`src/rtl/memory_stage_pkg.sv`:
```
// Shared MEM-stage types: FSM state, default widths, and the control bundle carried EX->MEM->WB.
package memory_stage_pkg;

    localparam int MS_DATA_W = 16;
    localparam int MS_REG_AW = 3;

    typedef enum logic [1:0] {
        ST_RUN  = 2'd0,
        ST_WAIT = 2'd1,
        ST_ERR  = 2'd2
    } mem_state_t;

    typedef struct packed {
        logic mem_read;
        logic mem_write;
        logic branch;
        logic reg_write;
        logic mem_to_reg;
    } ctrl_t;

endpackage

```
`src/rtl/memory_stage_if.sv`:
```
// EX-result, data-memory and write-back signals of the MEM stage; master = surrounding pipeline, slave = memory_stage.
interface memory_stage_if
    import memory_stage_pkg::*;
#(
    parameter int DATA_W = MS_DATA_W,
    parameter int REG_AW = MS_REG_AW
);
    logic              ex_valid;
    logic [DATA_W-1:0] ex_alu_result;
    logic [DATA_W-1:0] ex_branch_target;
    logic              ex_zero;
    logic [DATA_W-1:0] ex_store_data;
    logic [REG_AW-1:0] ex_write_reg;
    logic              ex_mem_read;
    logic              ex_mem_write;
    logic              ex_branch;
    logic              ex_reg_write;
    logic              ex_mem_to_reg;

    logic              stall;
    logic              pc_src;
    logic [DATA_W-1:0] branch_target;

    logic              dmem_req;
    logic              dmem_we;
    logic [DATA_W-1:0] dmem_addr;
    logic [DATA_W-1:0] dmem_wdata;
    logic [DATA_W-1:0] dmem_rdata;
    logic              dmem_ack;

    logic              wb_valid;
    logic              wb_reg_write;
    logic [REG_AW-1:0] wb_write_reg;
    logic [DATA_W-1:0] wb_data;

    logic              err;

    modport master (
        output ex_valid, ex_alu_result, ex_branch_target, ex_zero, ex_store_data,
               ex_write_reg, ex_mem_read, ex_mem_write, ex_branch, ex_reg_write,
               ex_mem_to_reg, dmem_rdata, dmem_ack,
        input  stall, pc_src, branch_target, dmem_req, dmem_we, dmem_addr,
               dmem_wdata, wb_valid, wb_reg_write, wb_write_reg, wb_data, err
    );

    modport slave (
        input  ex_valid, ex_alu_result, ex_branch_target, ex_zero, ex_store_data,
               ex_write_reg, ex_mem_read, ex_mem_write, ex_branch, ex_reg_write,
               ex_mem_to_reg, dmem_rdata, dmem_ack,
        output stall, pc_src, branch_target, dmem_req, dmem_we, dmem_addr,
               dmem_wdata, wb_valid, wb_reg_write, wb_write_reg, wb_data, err
    );

endinterface

```
`src/rtl/memory_stage_mem_wait_timer.sv`:
```
// Counts cycles spent waiting for a data-memory ack; o_expire flags the last permitted WAIT cycle.
// Latency: expire is combinational from the count; no backpressure of its own.
module mem_wait_timer #(
    parameter int TIMEOUT_CYC = 255
) (
    input  logic clk,
    input  logic rst_n,
    input  logic i_clear,
    input  logic i_inc,
    output logic o_expire
);
    localparam int CW = $clog2(TIMEOUT_CYC + 1);

    logic [CW-1:0] r_cnt;

    // The FSM leaves WAIT on expire, so the count never passes TIMEOUT_CYC.
    always_ff @(posedge clk or negedge rst_n) begin
        if (!rst_n) begin
            r_cnt <= '0;
        end else if (i_clear) begin
            r_cnt <= '0;
        end else if (i_inc) begin
            r_cnt <= r_cnt + CW'(1);
        end
    end

    assign o_expire = (r_cnt == CW'(TIMEOUT_CYC - 1));

endmodule

```
`src/rtl/memory_stage.sv`:
```
// MEM stage: EX/MEM register, branch resolve, req/ack data-memory access with timeout, MEM/WB register.
// Latency: 2 cycles EX->WB; an unacked memory request stalls upstream and bubbles WB until ack.
module memory_stage
    import memory_stage_pkg::*;
#(
    parameter int DATA_W      = MS_DATA_W,
    parameter int REG_AW      = MS_REG_AW,
    parameter int TIMEOUT_CYC = 255
) (
    input  logic          clk,
    input  logic          rst_n,
    memory_stage_if.slave bus
);
    mem_state_t        r_state;
    mem_state_t        w_next_state;

    logic              r_exm_valid;
    logic [DATA_W-1:0] r_exm_alu_result;
    logic [DATA_W-1:0] r_exm_branch_target;
    logic              r_exm_zero;
    logic [DATA_W-1:0] r_exm_store_data;
    logic [REG_AW-1:0] r_exm_write_reg;
    ctrl_t             r_exm_ctrl;

    logic              r_wb_valid;
    logic              r_wb_reg_write;
    logic [REG_AW-1:0] r_wb_write_reg;
    logic [DATA_W-1:0] r_wb_data;

    ctrl_t             w_ex_ctrl;
    logic              w_mem_op;
    logic              w_req;
    logic              w_stall;
    logic              w_pc_src;
    logic              w_timer_clear;
    logic              w_timer_inc;
    logic              w_expire;
    logic [DATA_W-1:0] w_wb_data;

    assign w_ex_ctrl = '{
        mem_read:   bus.ex_mem_read,
        mem_write:  bus.ex_mem_write,
        branch:     bus.ex_branch,
        reg_write:  bus.ex_reg_write,
        mem_to_reg: bus.ex_mem_to_reg
    };

    assign w_mem_op  = r_exm_valid & (r_exm_ctrl.mem_read | r_exm_ctrl.mem_write);
    assign w_req     = w_mem_op & (r_state != ST_ERR);
    assign w_stall   = (w_req & ~bus.dmem_ack) | (r_state == ST_ERR);
    assign w_pc_src  = r_exm_valid & r_exm_ctrl.branch & r_exm_zero;
    assign w_wb_data = r_exm_ctrl.mem_to_reg ? bus.dmem_rdata : r_exm_alu_result;

    // A taken branch squashes the instruction EX fetched down the wrong path.
    always_ff @(posedge clk or negedge rst_n) begin
        if (!rst_n) begin
            r_exm_valid         <= 1'b0;
            r_exm_alu_result    <= '0;
            r_exm_branch_target <= '0;
            r_exm_zero          <= 1'b0;
            r_exm_store_data    <= '0;
            r_exm_write_reg     <= '0;
            r_exm_ctrl          <= '0;
        end else if (!w_stall) begin
            r_exm_valid         <= bus.ex_valid & ~w_pc_src;
            r_exm_alu_result    <= bus.ex_alu_result;
            r_exm_branch_target <= bus.ex_branch_target;
            r_exm_zero          <= bus.ex_zero;
            r_exm_store_data    <= bus.ex_store_data;
            r_exm_write_reg     <= bus.ex_write_reg;
            r_exm_ctrl          <= w_ex_ctrl;
        end
    end

    always_ff @(posedge clk or negedge rst_n) begin
        if (!rst_n) begin
            r_wb_valid     <= 1'b0;
            r_wb_reg_write <= 1'b0;
            r_wb_write_reg <= '0;
            r_wb_data      <= '0;
        end else if (w_stall) begin
            r_wb_valid     <= 1'b0;
            r_wb_reg_write <= 1'b0;
        end else begin
            r_wb_valid     <= r_exm_valid;
            r_wb_reg_write <= r_exm_valid & r_exm_ctrl.reg_write;
            r_wb_write_reg <= r_exm_write_reg;
            r_wb_data      <= w_wb_data;
        end
    end

    always_ff @(posedge clk or negedge rst_n) begin
        if (!rst_n) begin
            r_state <= ST_RUN;
        end else begin
            r_state <= w_next_state;
        end
    end

    // Ack is tested before expire so a response on the last allowed cycle still completes.
    always_comb begin
        w_next_state  = r_state;
        w_timer_clear = 1'b0;
        case (r_state)
            ST_RUN: begin
                if (w_req && !bus.dmem_ack) begin
                    w_next_state  = ST_WAIT;
                    w_timer_clear = 1'b1;
                end
            end
            ST_WAIT: begin
                if (bus.dmem_ack) begin
                    w_next_state = ST_RUN;
                end else if (w_expire) begin
                    w_next_state = ST_ERR;
                end
            end
            ST_ERR: begin
                w_next_state = ST_ERR;
            end
            default: begin
                w_next_state = ST_RUN;
            end
        endcase
    end

    assign w_timer_inc = (r_state == ST_WAIT);

    mem_wait_timer #(
        .TIMEOUT_CYC (TIMEOUT_CYC)
    ) u_wait_timer (
        .clk      (clk),
        .rst_n    (rst_n),
        .i_clear  (w_timer_clear),
        .i_inc    (w_timer_inc),
        .o_expire (w_expire)
    );

    assign bus.stall         = w_stall;
    assign bus.pc_src        = w_pc_src;
    assign bus.branch_target = r_exm_branch_target;
    assign bus.dmem_req      = w_req;
    assign bus.dmem_we       = r_exm_ctrl.mem_write;
    assign bus.dmem_addr     = {r_exm_alu_result[DATA_W-1:1], 1'b0};
    assign bus.dmem_wdata    = r_exm_store_data;
    assign bus.wb_valid      = r_wb_valid;
    assign bus.wb_reg_write  = r_wb_reg_write;
    assign bus.wb_write_reg  = r_wb_write_reg;
    assign bus.wb_data       = r_wb_data;
    assign bus.err           = (r_state == ST_ERR);

endmodule

```
`src/flat_wrapper.sv`:
```
// flat-port wrapper written by rule: the top's interface ports become plain ports
module memory_stage_flat import memory_stage_pkg::*;
#(
    parameter int DATA_W      = MS_DATA_W,
    parameter int REG_AW      = MS_REG_AW,
    parameter int TIMEOUT_CYC = 255
)
  (clk, rst_n, bus_ex_valid, bus_ex_alu_result, bus_ex_branch_target, bus_ex_zero, bus_ex_store_data, bus_ex_write_reg, bus_ex_mem_read, bus_ex_mem_write, bus_ex_branch, bus_ex_reg_write, bus_ex_mem_to_reg, bus_dmem_rdata, bus_dmem_ack, bus_stall, bus_pc_src, bus_branch_target, bus_dmem_req, bus_dmem_we, bus_dmem_addr, bus_dmem_wdata, bus_wb_valid, bus_wb_reg_write, bus_wb_write_reg, bus_wb_data, bus_err);
  memory_stage_if #(.DATA_W(DATA_W), .REG_AW(REG_AW)) bus_i ();
  input  logic clk;
  input  logic rst_n;
  input wire logic [$bits(bus_i.ex_valid)-1:0] bus_ex_valid;
  input wire logic [$bits(bus_i.ex_alu_result)-1:0] bus_ex_alu_result;
  input wire logic [$bits(bus_i.ex_branch_target)-1:0] bus_ex_branch_target;
  input wire logic [$bits(bus_i.ex_zero)-1:0] bus_ex_zero;
  input wire logic [$bits(bus_i.ex_store_data)-1:0] bus_ex_store_data;
  input wire logic [$bits(bus_i.ex_write_reg)-1:0] bus_ex_write_reg;
  input wire logic [$bits(bus_i.ex_mem_read)-1:0] bus_ex_mem_read;
  input wire logic [$bits(bus_i.ex_mem_write)-1:0] bus_ex_mem_write;
  input wire logic [$bits(bus_i.ex_branch)-1:0] bus_ex_branch;
  input wire logic [$bits(bus_i.ex_reg_write)-1:0] bus_ex_reg_write;
  input wire logic [$bits(bus_i.ex_mem_to_reg)-1:0] bus_ex_mem_to_reg;
  input wire logic [$bits(bus_i.dmem_rdata)-1:0] bus_dmem_rdata;
  input wire logic [$bits(bus_i.dmem_ack)-1:0] bus_dmem_ack;
  output wire logic [$bits(bus_i.stall)-1:0] bus_stall;
  output wire logic [$bits(bus_i.pc_src)-1:0] bus_pc_src;
  output wire logic [$bits(bus_i.branch_target)-1:0] bus_branch_target;
  output wire logic [$bits(bus_i.dmem_req)-1:0] bus_dmem_req;
  output wire logic [$bits(bus_i.dmem_we)-1:0] bus_dmem_we;
  output wire logic [$bits(bus_i.dmem_addr)-1:0] bus_dmem_addr;
  output wire logic [$bits(bus_i.dmem_wdata)-1:0] bus_dmem_wdata;
  output wire logic [$bits(bus_i.wb_valid)-1:0] bus_wb_valid;
  output wire logic [$bits(bus_i.wb_reg_write)-1:0] bus_wb_reg_write;
  output wire logic [$bits(bus_i.wb_write_reg)-1:0] bus_wb_write_reg;
  output wire logic [$bits(bus_i.wb_data)-1:0] bus_wb_data;
  output wire logic [$bits(bus_i.err)-1:0] bus_err;
  assign bus_i.ex_valid = bus_ex_valid;
  assign bus_i.ex_alu_result = bus_ex_alu_result;
  assign bus_i.ex_branch_target = bus_ex_branch_target;
  assign bus_i.ex_zero = bus_ex_zero;
  assign bus_i.ex_store_data = bus_ex_store_data;
  assign bus_i.ex_write_reg = bus_ex_write_reg;
  assign bus_i.ex_mem_read = bus_ex_mem_read;
  assign bus_i.ex_mem_write = bus_ex_mem_write;
  assign bus_i.ex_branch = bus_ex_branch;
  assign bus_i.ex_reg_write = bus_ex_reg_write;
  assign bus_i.ex_mem_to_reg = bus_ex_mem_to_reg;
  assign bus_i.dmem_rdata = bus_dmem_rdata;
  assign bus_i.dmem_ack = bus_dmem_ack;
  assign bus_stall = bus_i.stall;
  assign bus_pc_src = bus_i.pc_src;
  assign bus_branch_target = bus_i.branch_target;
  assign bus_dmem_req = bus_i.dmem_req;
  assign bus_dmem_we = bus_i.dmem_we;
  assign bus_dmem_addr = bus_i.dmem_addr;
  assign bus_dmem_wdata = bus_i.dmem_wdata;
  assign bus_wb_valid = bus_i.wb_valid;
  assign bus_wb_reg_write = bus_i.wb_reg_write;
  assign bus_wb_write_reg = bus_i.wb_write_reg;
  assign bus_wb_data = bus_i.wb_data;
  assign bus_err = bus_i.err;
  memory_stage #(.DATA_W(DATA_W), .REG_AW(REG_AW), .TIMEOUT_CYC(TIMEOUT_CYC)) u_core (.clk(clk), .rst_n(rst_n), .bus(bus_i));
endmodule
```
`config.mk`:
```
export PLATFORM = sky130hd
export DESIGN_NAME = memory_stage_flat
export DESIGN_NICKNAME = d
export VERILOG_FILES = /design/src/rtl/memory_stage_pkg.sv /design/src/rtl/memory_stage_if.sv /design/src/rtl/memory_stage_mem_wait_timer.sv /design/src/rtl/memory_stage.sv /design/src/flat_wrapper.sv
export SDC_FILE = /design/constraint.sdc
export NUM_CORES = 1
export LEC_CHECK = 0
export CAP_MARGIN = 20
export CORE_AREA = 2 2 114 83
export DETAILED_ROUTE_END_ITERATION = 8
export DIE_AREA = 0 0 116 85
export GPL_TIMING_DRIVEN = 0
export PLACE_DENSITY_LB_ADDON = 0.2
export SLEW_MARGIN = 10
export SYNTH_ARGS = -nofsm -noshare
export SYNTH_HDL_FRONTEND = slang
export SYNTH_HIERARCHICAL = 1
export SYNTH_SLANG_ARGS = --single-unit
```
`constraint.sdc`:
```
create_clock -name clk -period 3 [get_ports clk]
set_clock_uncertainty 0.2 [all_clocks]
set_input_delay 0.6 -clock clk [delete_from_list [all_inputs] [get_ports clk]]
set_output_delay 0.6 -clock clk [all_outputs]
set_load 0.1 [all_outputs]
```
==> run_results.csv <==
group,metric,value,unit
timing,period_share,0.9632,
synthesis,synth_area_per_cell,14.79,um^2
routing,post_drt_wl_per_cell,15.30,um
clocking,cts_made_buffers,9,
timing,final_hold_viol_count,1,
layout,design_area,5753,um^2
synthesis,ys_types,32,
global_route,antenna_found_initial,0,
outcome,failed_checks,"hold timing",
die,die_area,9860,um^2
routing,firstDrtPassIters,4,
synthesis,synth_most_common_cell,"dfrtp_1",
timing,tns,0,ns
setup_path,crit_type,"input port to primary output",
clocking,cts_hold_buf,0,
die,fp.dieW,116,um
routing,detail-route-antenna-nets,0,
global_route,grt_pass1_vias,2729,
synthesis,synth_common_cells,"dfrtp_1, mux2_2, mux2_1",
global_route,grt_overflow_total,0,
timing,rsz0062_at_grt,"no",
timing,slew_headroom,0.3182,
clocking,cts_max_path_buffers,2,
synthesis,ys_seq_area_frac,0.5815,
synthesis,syn-num-nets,338,
setup_path,startpoint_type,"input port",
synthesis,ys.flop_type,"dfrtp_1",
synthesis,async_reset_ff_frac,1.000,
outcome,status,"finished with violations",
layout,area_delta_synth_final,50.21,%
setup_path,worst_ep_required_time,2.20,ns
pwr,powerDensity,760.3,nW/um^2
timing,period_minus_slack,2.890,ns
layout,n_antenna_cell,0,
timing,worstMarginPinSlew,1.020,ns
timing,fmax,0.3461,GHz
clocking,insertion_delay,0.33,ns
global_route,grt_max_degree,62,
timing,timing.hold.ws,-0.0001861,ns
setup_path,cp.arrival,2.09,ns
setup_path,critical_path.endpoint_type,"primary output",
placed_design,place_ws,-0.6047,ns
routing,finalWirelength,8.401,mm
global_route,grtUsageTotal,0.1804,
routing,drc,0,
clocking,cts.repair.resized,7,
die,core,8781,um^2
synthesis,synth_seq_cells,89,
clocking,cts.htree.levels,3,
worst_hold_path,hold_path_class,"input port to asynchronous set/reset pin",
clocking,clockRootBuffer,"clkbuf_16",
pwr,peakVddDrop,0.5845,mV
clocking,cts_tree,"yes",
routing,vias,2593,
routing,drtIter0Drc,64,
pwr,leakagePower,0.002461,uW
synthesis,synth_area,3830,um^2
run,max-cap-violations,0,
clocking,cts_setup_buffers,0,
placed_design,gp_congestion,0.7349,
placed_design,dpl_cell_area,5504,um^2
global_route,grt_pass1_wl,13.52,mm
timing,slew_violations,0,
synthesis,syn_inst,259,
timing,setup_violations,0,
routing,via_per_inst,4.723,
die,num_rows,29,
placed_design,dp.final_hpwl,6.214,mm
synthesis,synth-edff-count,0,
placed_design,io_buffers,149,
clocking,clock_sinks,89,
die,pin_count,151,
layout,fill_cells,709,
layout,nNetsFinal,499,
timing,fin_ws,0.1103,ns
synthesis,yosys.area.top_type_share,0.5815,
die,start_util,0.4362,
layout,fin_util,0.6552,
synthesis,yosysTopAreaCell,"dfrtp_1",
synthesis,synth_area_leaders,"dfrtp_1, mux2_2, mux2_1",
setup_path,critPathMaxFanout,10,
layout,drive_gt1_frac,0.2541,
clocking,path_clk_slew,0.06,ns
die,die_y,85,um
synthesis,ys.warnings.count,6,
## path summary, 6_finish.rpt
kind                                                           to  cells after the start  slack, ns                                   from
hold reg to reg            u_core/bus.wb_write_reg[2]$_DFFE_PN0N_                      1       0.28  u_core/r_exm_write_reg[2]$_DFFE_PN0N_
setup / recovery                                        bus_stall                      5       0.11                           bus_dmem_ack
min in group clk           u_core/bus.wb_write_reg[2]$_DFFE_PN0N_                      1       0.28  u_core/r_exm_write_reg[2]$_DFFE_PN0N_
max in group asynchronous   u_core/r_exm_write_reg[2]$_DFFE_PN0N_                      2       1.98                                  rst_n
setup reg to reg           u_core/r_exm_alu_result[6]$_DFFE_PN0N_                      4       1.18         u_core/bus.dmem_we$_DFFE_PN0N_
hold / removal             u_core/r_exm_alu_result[8]$_DFFE_PN0N_                      1    -0.0002                                  rst_n
## stage by stage
stage / instances / hold WS [ns] / total power (uW)
5_1_grt: 549 / 0.01408 / 4560
2_1_floorplan: 259 / 0.1044 / 2917
6_report: 549 / -0.0001861 / 4374
3_3_place_gp: 532 / 0.2625 / 3397
3_5_place_dp: 533 / 0.2775 / 3425
4_1_cts: 549 / 0.0008441 / 4427
## layout by cell type (no fill, tap or decap), drive strengths merged, types with 2 or more instances in the layout
| master | netlist | layout |
|---|---|---|
| clkdlybuf4s50 | 0 | 145 |
| nand2b | 2 | 2 |
| and3 | 2 | 2 |
| nor2 | 8 | 8 |
| xor2 | 3 | 3 |
| or3 | 3 | 3 |
| mux2 | 93 | 93 |
| inv | 4 | 4 |
| dlygate4sd2 | 0 | 2 |
| buf | 27 | 30 |
| o21ai | 4 | 4 |
| clkinv | 0 | 4 |
| clkbuf | 1 | 13 |
| nand4 | 3 | 3 |
| ha | 2 | 2 |
| dfrtp | 89 | 89 |
| nand2 | 3 | 3 |
| nand3 | 3 | 3 |
| a21oi | 3 | 3 |
## power breakdown
group | total [uW] | internal, uW | switching, uW
Clock | 986 | 556 | 430
Sequential | 1500 | 1380 | 126
Combinational | 1880 | 570 | 1310
Total | 4370 | 2500 | 1870
## layer usage
layer	vias up	track usage	routed length, um
li1	1213	-	-
met1	1262	0.2228	3603
met2	109	0.2775	3832
met3	9	0.08714	853
met4	0	0.06494	111
met5	-	0	0
## layout make-up
class,instances,area (um^2),share of cell area
plain buffers,28,219.0,0.03806
clock buffers,12,236.5,0.04110
clock inverters,4,20.02,0.003480
inverters,4,15.01,0.002610
multi-input cells,138,1371,0.2384
flip-flops and latches,89,2227,0.3871
well taps,124,155.1,0.02697
repair buffers,150,1509,0.2623
## worst max-delay path, stage by stage
cell and delay (ns):
clkdlybuf4s50_1 0.47, o21a_4 0.27, inv_2 0.13, buf_6 0.17, buf_2 0.44
## kinds of logic after synthesis
logic type	share of synthesized area
flip-flops	0.5815
XOR/XNOR	0.009149
other	0.0009791
AND/OR/NAND/NOR	0.03953
multiplexers	0.2813
adder cells (fa/ha/maj)	0.006533
AO/OA/AOI/OAI	0.01993
buffers and inverters	0.06109
Note: power is estimated with default switching activity, not from simulation.
